**config.mk**
```make
export PLATFORM = sky130hd
export DESIGN_NAME = unified_mem_arbiter_flat
export DESIGN_NICKNAME = d
export VERILOG_FILES = /design/src/rtl/mem_arb_pkg.sv /design/src/rtl/unified_mem_arbiter_if.sv /design/src/rtl/arb_starve_counter.sv /design/src/rtl/unified_mem_arbiter.sv /design/src/flat_wrapper.sv
export SDC_FILE = /design/constraint.sdc
export NUM_CORES = 1
export LEC_CHECK = 0
export ABC_AREA = 0
export BUFFER_PORTS_ARGS = -buffer_cell sky130_fd_sc_hd__buf_2
export CAP_MARGIN = 20
export CORE_AREA = 4 4 189 191
export DETAILED_ROUTE_END_ITERATION = 12
export DIE_AREA = 0 0 193 195
export SLEW_MARGIN = 20
export SYNTH_ARGS = -nofsm -noshare
export SYNTH_HDL_FRONTEND = slang
export SYNTH_SLANG_ARGS = --single-unit
```
**constraint.sdc**
```tcl
create_clock -name clk -period 2 [get_ports clk]
set_input_delay 0.4 -clock clk [delete_from_list [all_inputs] [get_ports clk]]
set_output_delay 0.4 -clock clk [all_outputs]
set_load 0.05 [all_outputs]
```
**src/rtl/mem_arb_pkg.sv**
```systemverilog
// Shared types and widths for the unified fetch/data memory arbiter.
package mem_arb_pkg;

    localparam int XLEN  = 64;
    localparam int ILEN  = 32;
    localparam int CNT_W = 4;

    typedef enum logic [1:0] {
        IDLE   = 2'd0,
        GNT_IF = 2'd1,
        GNT_DM = 2'd2
    } arb_state_e;

endpackage

```
**src/rtl/unified_mem_arbiter_if.sv**
```systemverilog
// Bundles the fetch, data and memory-side signals of the arbiter.
// The slave modport is the arbiter's view; master is the surrounding system.
interface unified_mem_arbiter_if;
    import mem_arb_pkg::*;

    logic            if_req;
    logic [XLEN-1:0] if_addr;
    logic            if_done;
    logic [ILEN-1:0] if_rdata;
    logic            if_stall;

    logic            dm_req;
    logic            dm_we;
    logic [XLEN-1:0] dm_addr;
    logic [XLEN-1:0] dm_wdata;
    logic            dm_done;
    logic [XLEN-1:0] dm_rdata;
    logic            dm_stall;

    logic            mem_req;
    logic            mem_we;
    logic [XLEN-1:0] mem_addr;
    logic [XLEN-1:0] mem_wdata;
    logic            mem_ack;
    logic [XLEN-1:0] mem_rdata;

    modport slave (
        input  if_req, if_addr, dm_req, dm_we, dm_addr, dm_wdata, mem_ack, mem_rdata,
        output if_done, if_rdata, if_stall, dm_done, dm_rdata, dm_stall,
        output mem_req, mem_we, mem_addr, mem_wdata
    );

    modport master (
        output if_req, if_addr, dm_req, dm_we, dm_addr, dm_wdata, mem_ack, mem_rdata,
        input  if_done, if_rdata, if_stall, dm_done, dm_rdata, dm_stall,
        input  mem_req, mem_we, mem_addr, mem_wdata
    );

endinterface

```
**src/rtl/arb_starve_counter.sv**
```systemverilog
// Saturating count of data grants made while fetch waits; flags when the limit is reached.
module arb_starve_counter
    import mem_arb_pkg::*;
#(
    parameter int unsigned MAX = 4
) (
    input  logic clk,
    input  logic rst_n,
    input  logic inc_i,
    input  logic clr_i,
    output logic hit_o
);

    logic [CNT_W-1:0] cnt_q, cnt_d;

    always_comb begin
        cnt_d = cnt_q;
        if (clr_i) begin
            cnt_d = '0;
        end else if (inc_i && (cnt_q != {CNT_W{1'b1}})) begin
            cnt_d = cnt_q + 1'b1;
        end
    end

    always_ff @(posedge clk or negedge rst_n) begin
        if (!rst_n) begin
            cnt_q <= '0;
        end else begin
            cnt_q <= cnt_d;
        end
    end

    assign hit_o = (cnt_q == CNT_W'(MAX));

endmodule

```
**src/rtl/unified_mem_arbiter.sv**
```systemverilog
// Shares one memory port between instruction fetch and the MEM stage, data first.
// Define ARB_STARVE_GUARD_EN to let fetch through after STARVE_MAX consecutive data grants.
module unified_mem_arbiter
    import mem_arb_pkg::*;
#(
    parameter int unsigned STARVE_MAX = 4
) (
    input  logic                  clk,
    input  logic                  reset,
    unified_mem_arbiter_if.slave  bus
);

    arb_state_e      state_q, state_d;
    logic [XLEN-1:0] addr_q, addr_d;
    logic [XLEN-1:0] wdata_q, wdata_d;
    logic            we_q, we_d;
    logic            hi_q, hi_d;
    logic            if_done_q, if_done_d;
    logic            dm_done_q, dm_done_d;
    logic [ILEN-1:0] if_rdata_q, if_rdata_d;
    logic [XLEN-1:0] dm_rdata_q, dm_rdata_d;
    logic            fetch_first;
    logic            unused_if_lsb;

    assign unused_if_lsb = ^bus.if_addr[1:0];

`ifdef ARB_STARVE_GUARD_EN
    logic starve_hit;
    logic cnt_inc;
    logic cnt_clr;

    assign cnt_inc     = (state_q == IDLE) && (state_d == GNT_DM) && bus.if_req;
    assign cnt_clr     = (state_q == IDLE) && (state_d == GNT_IF);
    assign fetch_first = starve_hit & bus.if_req;

    arb_starve_counter #(
        .MAX (STARVE_MAX)
    ) u_starve (
        .clk   (clk),
        .rst_n (reset),
        .inc_i (cnt_inc),
        .clr_i (cnt_clr),
        .hit_o (starve_hit)
    );
`else
    logic unused_cfg;

    assign unused_cfg  = (STARVE_MAX == 0);
    assign fetch_first = 1'b0;
`endif

    always_comb begin
        state_d    = state_q;
        addr_d     = addr_q;
        wdata_d    = wdata_q;
        we_d       = we_q;
        hi_d       = hi_q;
        if_done_d  = 1'b0;
        dm_done_d  = 1'b0;
        if_rdata_d = if_rdata_q;
        dm_rdata_d = dm_rdata_q;

        case (state_q)
            IDLE: begin
                // Request operands are captured here so the requester may change them afterwards.
                if (bus.dm_req && !fetch_first) begin
                    state_d = GNT_DM;
                    addr_d  = bus.dm_addr;
                    wdata_d = bus.dm_wdata;
                    we_d    = bus.dm_we;
                end else if (bus.if_req) begin
                    state_d = GNT_IF;
                    addr_d  = {bus.if_addr[XLEN-1:3], 3'b000};
                    we_d    = 1'b0;
                    hi_d    = bus.if_addr[2];
                end
            end
            GNT_IF: begin
                if (bus.mem_ack) begin
                    state_d    = IDLE;
                    if_done_d  = 1'b1;
                    if_rdata_d = hi_q ? bus.mem_rdata[XLEN-1:ILEN] : bus.mem_rdata[ILEN-1:0];
                end
            end
            GNT_DM: begin
                if (bus.mem_ack) begin
                    state_d   = IDLE;
                    dm_done_d = 1'b1;
                    if (!we_q) begin
                        dm_rdata_d = bus.mem_rdata;
                    end
                end
            end
            default: begin
                state_d = IDLE;
            end
        endcase
    end

    always_ff @(posedge clk or negedge reset) begin
        if (!reset) begin
            state_q    <= IDLE;
            addr_q     <= '0;
            wdata_q    <= '0;
            we_q       <= 1'b0;
            hi_q       <= 1'b0;
            if_done_q  <= 1'b0;
            dm_done_q  <= 1'b0;
            if_rdata_q <= '0;
            dm_rdata_q <= '0;
        end else begin
            state_q    <= state_d;
            addr_q     <= addr_d;
            wdata_q    <= wdata_d;
            we_q       <= we_d;
            hi_q       <= hi_d;
            if_done_q  <= if_done_d;
            dm_done_q  <= dm_done_d;
            if_rdata_q <= if_rdata_d;
            dm_rdata_q <= dm_rdata_d;
        end
    end

    assign bus.mem_req   = (state_q != IDLE);
    assign bus.mem_we    = (state_q != IDLE) & we_q;
    assign bus.mem_addr  = addr_q;
    assign bus.mem_wdata = wdata_q;

    assign bus.if_done   = if_done_q;
    assign bus.if_rdata  = if_rdata_q;
    assign bus.dm_done   = dm_done_q;
    assign bus.dm_rdata  = dm_rdata_q;

    // Stalls are forced low while reset is held, even if a requester is already asserting.
    assign bus.if_stall  = bus.if_req & ~if_done_q & reset;
    assign bus.dm_stall  = bus.dm_req & ~dm_done_q & reset;

endmodule

```
**src/flat_wrapper.sv**
```systemverilog
// flat-port wrapper written by rule: the top's interface ports become plain ports
module unified_mem_arbiter_flat import mem_arb_pkg::*;
#(
    parameter int unsigned STARVE_MAX = 4
)
  (clk, reset, bus_if_req, bus_if_addr, bus_dm_req, bus_dm_we, bus_dm_addr, bus_dm_wdata, bus_mem_ack, bus_mem_rdata, bus_if_done, bus_if_rdata, bus_if_stall, bus_dm_done, bus_dm_rdata, bus_dm_stall, bus_mem_req, bus_mem_we, bus_mem_addr, bus_mem_wdata);
  unified_mem_arbiter_if bus_i ();
  input  logic clk;
  input  logic reset;
  input wire logic [$bits(bus_i.if_req)-1:0] bus_if_req;
  input wire logic [$bits(bus_i.if_addr)-1:0] bus_if_addr;
  input wire logic [$bits(bus_i.dm_req)-1:0] bus_dm_req;
  input wire logic [$bits(bus_i.dm_we)-1:0] bus_dm_we;
  input wire logic [$bits(bus_i.dm_addr)-1:0] bus_dm_addr;
  input wire logic [$bits(bus_i.dm_wdata)-1:0] bus_dm_wdata;
  input wire logic [$bits(bus_i.mem_ack)-1:0] bus_mem_ack;
  input wire logic [$bits(bus_i.mem_rdata)-1:0] bus_mem_rdata;
  output wire logic [$bits(bus_i.if_done)-1:0] bus_if_done;
  output wire logic [$bits(bus_i.if_rdata)-1:0] bus_if_rdata;
  output wire logic [$bits(bus_i.if_stall)-1:0] bus_if_stall;
  output wire logic [$bits(bus_i.dm_done)-1:0] bus_dm_done;
  output wire logic [$bits(bus_i.dm_rdata)-1:0] bus_dm_rdata;
  output wire logic [$bits(bus_i.dm_stall)-1:0] bus_dm_stall;
  output wire logic [$bits(bus_i.mem_req)-1:0] bus_mem_req;
  output wire logic [$bits(bus_i.mem_we)-1:0] bus_mem_we;
  output wire logic [$bits(bus_i.mem_addr)-1:0] bus_mem_addr;
  output wire logic [$bits(bus_i.mem_wdata)-1:0] bus_mem_wdata;
  assign bus_i.if_req = bus_if_req;
  assign bus_i.if_addr = bus_if_addr;
  assign bus_i.dm_req = bus_dm_req;
  assign bus_i.dm_we = bus_dm_we;
  assign bus_i.dm_addr = bus_dm_addr;
  assign bus_i.dm_wdata = bus_dm_wdata;
  assign bus_i.mem_ack = bus_mem_ack;
  assign bus_i.mem_rdata = bus_mem_rdata;
  assign bus_if_done = bus_i.if_done;
  assign bus_if_rdata = bus_i.if_rdata;
  assign bus_if_stall = bus_i.if_stall;
  assign bus_dm_done = bus_i.dm_done;
  assign bus_dm_rdata = bus_i.dm_rdata;
  assign bus_dm_stall = bus_i.dm_stall;
  assign bus_mem_req = bus_i.mem_req;
  assign bus_mem_we = bus_i.mem_we;
  assign bus_mem_addr = bus_i.mem_addr;
  assign bus_mem_wdata = bus_i.mem_wdata;
  unified_mem_arbiter #(.STARVE_MAX(STARVE_MAX)) u_core (.clk(clk), .reset(reset), .bus(bus_i));
endmodule
```
==> results.cfg <==
[detailed_routing]
drc_errors = 0
ant_nets = 0
dr.pass1.iters = 4
routed_wl_um = 28630
drt_iter0_markers = 178
viasPerCell = 4.317
wire_per_inst_um = 17.03
num_vias = 7257

[die]
fp.dieW_um = 193
dieArea_sq_um = 37640
coreArea_sq_um = 34120
start_util_pct = 28.44
num_rows = 68
ios = 492
die_height_um = 195

[global_route]
grt_start_max_net_pins = 149
grt_use_total_pct = 14.27
grt_pass1_wl_um = 42600
grt_pass1_vias = 7721
antenna_found_initial = 4
gr-total-overflow = 0

[clock_network]
tritoncts = yes
path_clk_slew_ns = 0.06
clkSinkCount = 230
cts_buffer_depth = 3
cts_root_buffer = clkbuf_16
htree_levels = 1
cts-buffers-inserted = 26
clock_latency_ns = 0.52

[job]
cap_violations = 0

[critical_path]
critPathTopFamily = flip-flops
cp.arrival_ns = 1.49
worstSetupEndpointType = output port
crit_buf_inv = 2
cp_max_fo = 4
worstSetupPathType = flop to output port
max_stage_delay_ns = 0.39
r2r_start = u_core.state_q[0]
reg2reg_depth = 6
crit_chain = inv_2, ha_4, nor2b_2, buf_6
cp.required_ns = 1.60
crit_slowest_cell = dfrtp_1
timing.reg2reg.setup_slack_ns = 0.27
r2r-end = u_core.bus.dm_rdata[32]
cp-start-kind = flop

[synth]
yosys.area.top_type = dfrtp_1
synth_cell_types = 26
synth_area_per_cell_sq_um = 13.63
syn_area_sq_um = 9702
synth_seq_cells = 230
synth_cells = 712
yosys.area.top_type_share_pct = 59.32
ys_top_cells_by_area = dfrtp_1 59%, mux2i_1 9.6%, mux2_4 9.3%, mux2_2 8.0%, o21ai_0 2.7%
synth_fp_nets = 978
yosysSeqAreaShare_pct = 59.32
yosys_warnings = 0

[timing]
period_needed_ns = 1.890
worst_slew_pin_slew_ns = 0.9710
whs_ns = 0.02671
finalHoldViolations = 0
maxSlewViolCount = 0
max_freq_mhz = 529.1
skew_ns = 0.006244
setup_violations = 0
fin_crit_sh_pct = 94.51
rsz0062_at_grt = no
finalSetupTns_ns = 0
setup_ws_ns = 0.1099
maxSlewHeadroom_pct = 35.06

[place]
dpl.hpwl_um = 22250
portBuffers = 489
gp_congestion = 0.7668
post-place-ws_ns = 0.1655
place_area_sq_um = 12760

[final_layout]
areaGrowthSynthToFinish_pct = 40.80
stdcell_area_sq_um = 13660
drive_gt1_share_pct = 56.41
nets = 1473

[outcome]
outcome = finished clean

[hold_path]
min-delay-path-class = input pin to asynchronous set/reset pin
-- routing by layer --
metal	up-vias	wire (um)	share of wire (%)	track usage, %
met5	-	47	0.16	0
li1	3465	-	-	-
met1	3407	10610	37	15.94
met2	333	14580	51	26.08
met4	6	670	2.3	4.458
met3	46	2715	9.5	4.022
-- final cells by class --
cell class / count / area [sq um]
multi-input cells: 433 / 3661
clock inverters: 6 / 61.31
inverters: 3 / 11.26
fillers: 3326 / 20460
flip-flops and latches: 230 / 5757
diodes: 1 / 2.502
clock buffers: 40 / 794.5
repair buffers: 513 / 2804
well taps: 455 / 569.3
-- metrics by stage --
| stage | utilization [%] | cells |
|---|---|---|
| after floorplan | - | 712 |
| after global placement | 37.39 | 1633 |
| after detailed placement | 37.39 | 1633 |
| after CTS | 39.97 | 1680 |
| after global routing | 40.04 | 1681 |
| final | 40.04 | 1681 |
-- synthesized netlist by cell type --
cell,number
dfrtp_1,230
o21a_1,1
nand2b_1,3
and3b_1,1
clkbuf_1,6
mux2_4,60
nand2_2,1
o21ai_1,10
nand3b_1,1
nor2b_1,1
and2_1,2
ha_1,4
a32o_1,4
mux2i_1,93
nand2_1,62
o21ai_0,52
inv_1,3
nand3_1,1
nor2_1,33
o21ai_4,1
buf_4,16
buf_6,8
buf_1,2
mux2_2,69
buf_2,14
a21oi_1,34
-- flip-flops by register name, summed over array words and instances (netlist names) --
name / flops
u_core.hi_q: 1
u_core.state_q: 2
u_core.bus.dm_done: 1
u_core.we_q: 1
u_core.bus.mem_wdata: 64
u_core.bus.mem_addr: 64
u_core.bus.dm_rdata: 64
u_core.bus.if_rdata: 32
u_core.bus.if_done: 1
-- cells in the final DEF, fill, tap and decap left out, types with 3 or more instances in the layout --
| cell | n |
|---|---|
| clkinv_2 | 3 |
| buf_12 | 12 |
| nand2_1 | 62 |
| nor2_1 | 33 |
| buf_2 | 484 |
| dfrtp_1 | 229 |
| a32o_1 | 4 |
| mux2_4 | 60 |
| buf_4 | 14 |
| mux2_2 | 69 |
| clkbuf_16 | 27 |
| clkbuf_1 | 6 |
| o21ai_0 | 52 |
| clkbuf_8 | 7 |
| a21oi_1 | 34 |
| o21ai_1 | 10 |
| mux2i_1 | 93 |
-- how the worst max path moves through the flow --
stage                      startpoint                       to  slack [ns]  depth (start not counted)
finish              u_core.state_q[0]               bus_mem_we        0.11                          4
global placement           bus_dm_req  u_core.bus.mem_addr[45]        0.24                          4
CTS                 u_core.state_q[0]              bus_mem_req       0.005                          4
floorplan                  bus_dm_req             bus_dm_stall        0.14                          4
global route        u_core.state_q[0]               bus_mem_we       0.003                          4
detailed placement         bus_dm_req  u_core.bus.mem_addr[51]        0.17                          4
-- cells by family (layout without fill, tap and decap cells) --
group / count (synthesis) / in the layout / share of synthesized area [%]
AOI/OAI and AO/OA: 102 / 102 / 5.610
adders and majority gates: 4 / 4 / 0.5159
muxes: 222 / 222 / 26.89
other: 0 / 1 / 0
and+or+nand+nor: 105 / 105 / 4.346
buffers and inverters: 49 / 562 / 3.315
DFF: 230 / 230 / 59.32
-- repair_timing --
| item | 4_1_cts | 5_1_grt |
|---|---|---|
| buffers inserted | 0 | 0 |
| gates resized for setup | 6 | 4 |
| hold endpoints to repair | 20 | 0 |
| endpoints found under the setup margin | 2 | 2 |
| hold buffers | 1 | 0 |
Power is left out: the tool's default activity adds up to more than one toggle a clock period on the data nets, which glitch-free logic cannot reach.
